==> config.mk <==
export PLATFORM = sky130hd
export DESIGN_NAME = crc_serial
export DESIGN_NICKNAME = d
export VERILOG_FILES = /design/src/rtl/crc_serial.sv
export SDC_FILE = /design/constraint.sdc
export NUM_CORES = 1
export LEC_CHECK = 0
export CAP_MARGIN = 40
export CORE_MARGIN = 10
export CORE_UTILIZATION = 30
export CTS_CLUSTER_SIZE = 10
export DETAILED_ROUTE_END_ITERATION = 12
export PLACE_DENSITY = 0.53
export SLEW_MARGIN = 20
export SYNTH_ARGS = -nofsm -noshare
export SYNTH_HDL_FRONTEND = slang
export SYNTH_SLANG_ARGS = --single-unit
export TNS_END_PERCENT = 100
==> constraint.sdc <==
create_clock -name CLK -period 1.4 [get_ports CLK]
set_clock_uncertainty 0.05 [all_clocks]
set_input_delay 0.21 -clock CLK [delete_from_list [all_inputs] [get_ports CLK]]
set_output_delay 0.21 -clock CLK [all_outputs]
set_load 0.02 [all_outputs]
==> src/rtl/crc_serial.sv <==
// crc_serial: bit-serial CRC-8 LFSR; absorbs DATA while Active, then shifts the CRC out LSB first with Valid
//   CLK/RST (async, active-high) | DATA, Active: serial message in | CRC, Valid: serial CRC out
module crc_serial #(
  parameter int                 DATA_WD = 8,
  parameter logic [DATA_WD-1:0] SEED    = 8'hD8,
  parameter logic [DATA_WD-1:0] TAPS    = 8'b0100_0100
) (
  input  logic CLK,
  input  logic RST,
  input  logic DATA,
  input  logic Active,
  output logic CRC,
  output logic Valid
);
  localparam int CW = $clog2(DATA_WD + 1);
  logic [DATA_WD-1:0] lfsr_q, lfsr_d;
  logic [CW-1:0]      cnt_q, cnt_d;
  logic               pending_q, pending_d, crc_q, crc_d, valid_q, valid_d;
  logic               fb, shift;
  // the MSB stage always takes fb directly, so it is forced into the xor mask regardless of TAPS
  always_comb begin
    fb        = DATA ^ lfsr_q[0];
    shift     = !Active && pending_q;
    lfsr_d    = Active ? ((lfsr_q >> 1) ^ ({DATA_WD{fb}} & {1'b1, TAPS[DATA_WD-2:0]}))
              : shift  ? lfsr_q >> 1 : lfsr_q;
    cnt_d     = Active ? '0 : shift ? cnt_q + CW'(1) : cnt_q;
    pending_d = Active || (shift && cnt_q != CW'(DATA_WD - 1));
    crc_d     = shift && lfsr_q[0];
    valid_d   = shift;
  end
  always_ff @(posedge CLK or posedge RST)
    if (RST) begin
      lfsr_q    <= SEED;
      cnt_q     <= '0;
      pending_q <= 1'b0;
      crc_q     <= 1'b0;
      valid_q   <= 1'b0;
    end else begin
      lfsr_q    <= lfsr_d;
      cnt_q     <= cnt_d;
      pending_q <= pending_d;
      crc_q     <= crc_d;
      valid_q   <= valid_d;
    end
  assign CRC   = crc_q;
  assign Valid = valid_q;
endmodule

## Word-level counts from Yosys, hierarchy flattened

Index checks and enable logic that the tools add are counted.

| cells by class | value |
|---|---|
| add/sub/neg operators | 1 |
| eq/ne operators | 1 |
| multiplexer cells | 4 |
| bitwise gates (word level) | 2 |
| reduce and logical (&&, ||, !) cells | 6 |

Operator list:

| operator | number |
|---|---|
| 2-to-1 mux 8 bit | 2 |
| 2-to-1 mux 4 bit | 2 |
| bitwise XOR 7 x 8 -> 8 bit | 1 |
| adder 4 x 1 -> 4 bit, second input constant | 1 |
| != test 4 x 3 -> 1 bit, second input constant | 1 |
| logical AND 1 bit | 3 |
| nonzero test 2 bit | 1 |
| zero test 1 bit | 1 |
| logical OR 1 bit | 1 |
| bitwise XOR 1 bit | 1 |

| word-level totals | value |
|---|---|
| register bits | 15 |

## Longest topological paths before layout

| logic depth | value |
|---|---|
| word-level depth | 4 |
| mapped depth | 4 |

## Worst setup path after synthesis

Ideal clock, no wire load.

| path | value |
|---|---|
| path kind | register to register |
| start | register pending_q |
| end | register lfsr_q[0] |
| arrival time | 0.980 ns |
| data required time | 1.225 ns |
| setup slack | 0.245 ns |
| stages on the path, launching flop included | 3 |
| buffers on the path | 0 |
| path through | dfrtp_1 > nor2_1 > mux2_2 |

| on the way | value |
|---|---|
| word-level cells in the longest chain between the ends | 2 |

Ends and longest elaborated chain:

| what | line | source |
|---|---|---|
| start, declared | 18 | `logic pending_q, pending_d, crc_q, crc_d, valid_q, valid_d;` |
| start signal, assigned | 41 | `pending_q <= pending_d;` |
| logical AND 1 bit | 23 | `shift = !Active && pending_q;` |
| nonzero test 2 bit (no source line) | n/a |  |
| end signal, assigned | 39 | `lfsr_q <= lfsr_d;` |
| end, declared | 16 | `logic [DATA_WD-1:0] lfsr_q, lfsr_d;` |

No other way between the ends.
A chain may end at the register's enable or synchronous reset.

## Worst setup path after layout

| path | value |
|---|---|
| start | register crc_q, in the netlist CRC |
| end | output CRC |

RTL lines:

| what | line | source |
|---|---|---|
| start, declared | 18 |  |
| start signal, assigned | 42 | `crc_q <= crc_d;` |
| end, declared | 12 | `output logic CRC,` |

No word-level cell between the ends.

==> results.txt <==
status: finished clean
Global Route Usage Sum: 0.0528
Setup Crit Path Kind: reg -> out
unrepaired setup endpoints after global routing: false
die height: 66.3 um
post-route cell area: 771 um^2
leak pwr: 0.328 nW
Worst VDD drop: 0.388 mV
clock sink count: 15
DRC: 0
worst slack, placed: 0.00229 ns
Final Cycle Share: 0.864
layout cell share with drive strength beyond 1: 0.286
Synth Net Count: 57
1st-iter DRT viols: 4
layout net count: 69
final HPWL from detailed placement: 714 um
critical path depth: 1
Hold/Removal Path Class: in -> async
post-synthesis sequential area ratio: 0.593
worst-path cell chain: dlygate4sd2_1
Max Root-Sink Buffers: 2
YS warnings: 0
syn avg cell area: 12.3 um^2
slew margin rel.: 0.848
placed cell area: 747 um^2
# IOs: 6
largest net degree at the start of global routing: 16
Final ANT Viol Nets: 0
minimum clock period: 1.21 ns
Final Hold Fails: 0
Post-Syn Instances: 52
max_cap viols: 0
WP data required: 1.14 ns
final non-filler cell total: 90
sequential power share: 0.571
mapped cell area: 642 um^2
Fmax achieved: 827 MHz
Vias/cell: 4.31
worst slew pin tran: 0.228 ns
reg-to-reg endpoint: lfsr_q[0]
met1 Use GR: 0.0573
vias in the first global route: 397
DRT Wirelength: 1.00 mm
H-tree Lvls: 1
WP buf/inv: 1
CP peak stage delay: 0.36 ns
clock insertion delay at the later pin of the skew report: 0.27 ns
diode count: 0
net switching power: 0.000309 W
Area growth, synth to finish: 20.1%
Final setup viols: 0
Worst Setup SP: CRC
crit path launch type: flip-flop
Die Wd: 66.3 um
internal power: 0.000852 W
overall power: 0.00116 W
post-DR wirelength/cell: 11.1 um
Pins Over Slew Limit: 0
grt peak-use layer: met2
initial core utilization: 0.321
Switching Fraction: 0.266
die area: 0.00439 mm^2
initial antenna violation count: 0
crit-path max FO: 1
global placer's final weighted congestion: 0.693
commonest non-fill, non-tap cell in the layout: dfrtp_1
M3 GR Usage: 0.0203
Netlist cell types: 20
1st-pass router iterations: 3
first-pass GRT wire length: 1.74 mm
Setup TNS: 0 ns
pwr dens: 1510 mW/mm^2
post-synthesis cell type with the largest combined area: dfrtp_1
commonest non-fill, non-tap cells in the layout: dfrtp_1 (11), nor2_1 (5), mux2_2 (5)
number of buffers added for setup after CTS: 0
Site Rows: 16
most area-consuming cells after synthesis: dfrtp_1 (43%), dfstp_2 (16%), mux2_2 (8.8%), xnor2_1 (4.1%), nor2_1 (2.9%)
Register-to-Register Setup Slack: 0.27 ns
CP endpoint kind: output pin
Final WS setup: 0.190 ns
grt met2 use: 0.0742
Cell Count Post-Placement: 86
WP data arrival: 0.95 ns
post-CTS sizing: 2
Clock power frac: 0.204
CTS tree: built
critical path's top delay family: flip-flops
clock slew at reported path FFs: 0.09 ns
Post-CTS Hold Fix Bufs: 0
CP max stage cell: dfrtp_1
R2R cell count: 3
grt total ovfl: 0
number of port buffers: 5
Yosys reg bits: 15
top-area cell type share of the netlist area: 0.429
CTS root buf: clkbuf_4
Critical Path Sink: CRC
worst r2r src: pending_q
Gate power share: 0.225
core area: 0.00200 mm^2
detailed-route via count: 388
CTS buffer count: 3
[power groups by stage]
stage	sequential [W]	combinational (W)	clock, W
final	0.000664	0.000261	0.000237
after global routing	0.000686	0.000287	0.000279
after CTS	0.000667	0.000268	0.000247
after detailed placement	0.000675	0.000273	0
after global placement	0.000674	0.000269	0
after floorplan	0.000665	0.000200	0
[cell type report]
cell class                      instances  area [um^2]
Clock buffer                            4         26.3
Fill cell                             205         1230
Inverter                                1         3.75
Multi-Input combinational cell         34          249
Sequential cell                        15          380
Tap cell                               27         33.8
Timing Repair Buffer                    9         77.6
[state kept, by name (all words and copies together), names as in the netlist]
signal	cells
lfsr_q	8
cnt_q	4
CRC	1
Valid	1
pending_q	1
[per-layer routing]
| metal | routed length [um] | vias up |
|---|---|---|
| met5 | 0 | - |
| li1 | - | 193 |
| met3 | 63 | 2 |
| met4 | 27 | 0 |
| met1 | 454 | 187 |
| met2 | 456 | 6 |
[synthesized netlist by cell type]
cell / n
buf_2: 1
mux2i_1: 1
a211oi_1: 2
nand2_1: 3
and2_2: 1
o21ai_0: 2
dfstp_2: 4
dfrtp_1: 11
xnor2_1: 3
a21oi_1: 2
xor2_2: 1
mux2_2: 5
xor2_1: 2
nand2b_1: 2
nor2b_1: 3
nand4_1: 1
inv_1: 1
nor2_1: 5
clkbuf_1: 1
ha_1: 1
[through the flow]
step	hold WS (ns)	utilization
floorplan	0.0586	-
global placement	0.441	0.373
detailed placement	0.440	0.373
CTS	0.181	0.385
global route	0.194	0.385
finish	0.176	0.385
[worst min-delay path by stage]
| stage | start | to | slack, ns | cells past startpoint |
|---|---|---|---|---|
| 2_1_floorplan | RST | CRC | 0.06 | 1 |
| 3_3_place_gp | lfsr_q[5] | lfsr_q[5] | 0.44 | 1 |
| 3_5_place_dp | lfsr_q[1] | lfsr_q[1] | 0.44 | 1 |
| 4_1_cts | RST | cnt_q[3] | 0.18 | 3 |
| 5_1_grt | RST | cnt_q[1] | 0.19 | 3 |
| 6_report | RST | cnt_q[1] | 0.18 | 3 |
[logic make-up after synthesis]
group                    Yosys count  share of synthesized area
AO/OA/AOI/OAI                      6                     0.0546
XOR/XNOR                           6                     0.0936
AND/OR/NAND/NOR                   15                      0.117
adder cells (fa/ha/maj)            1                     0.0195
multiplexers                       6                      0.103
flip-flops                        15                      0.593
buffers and inverters              3                     0.0195
Power figures use the tool's default switching activity.
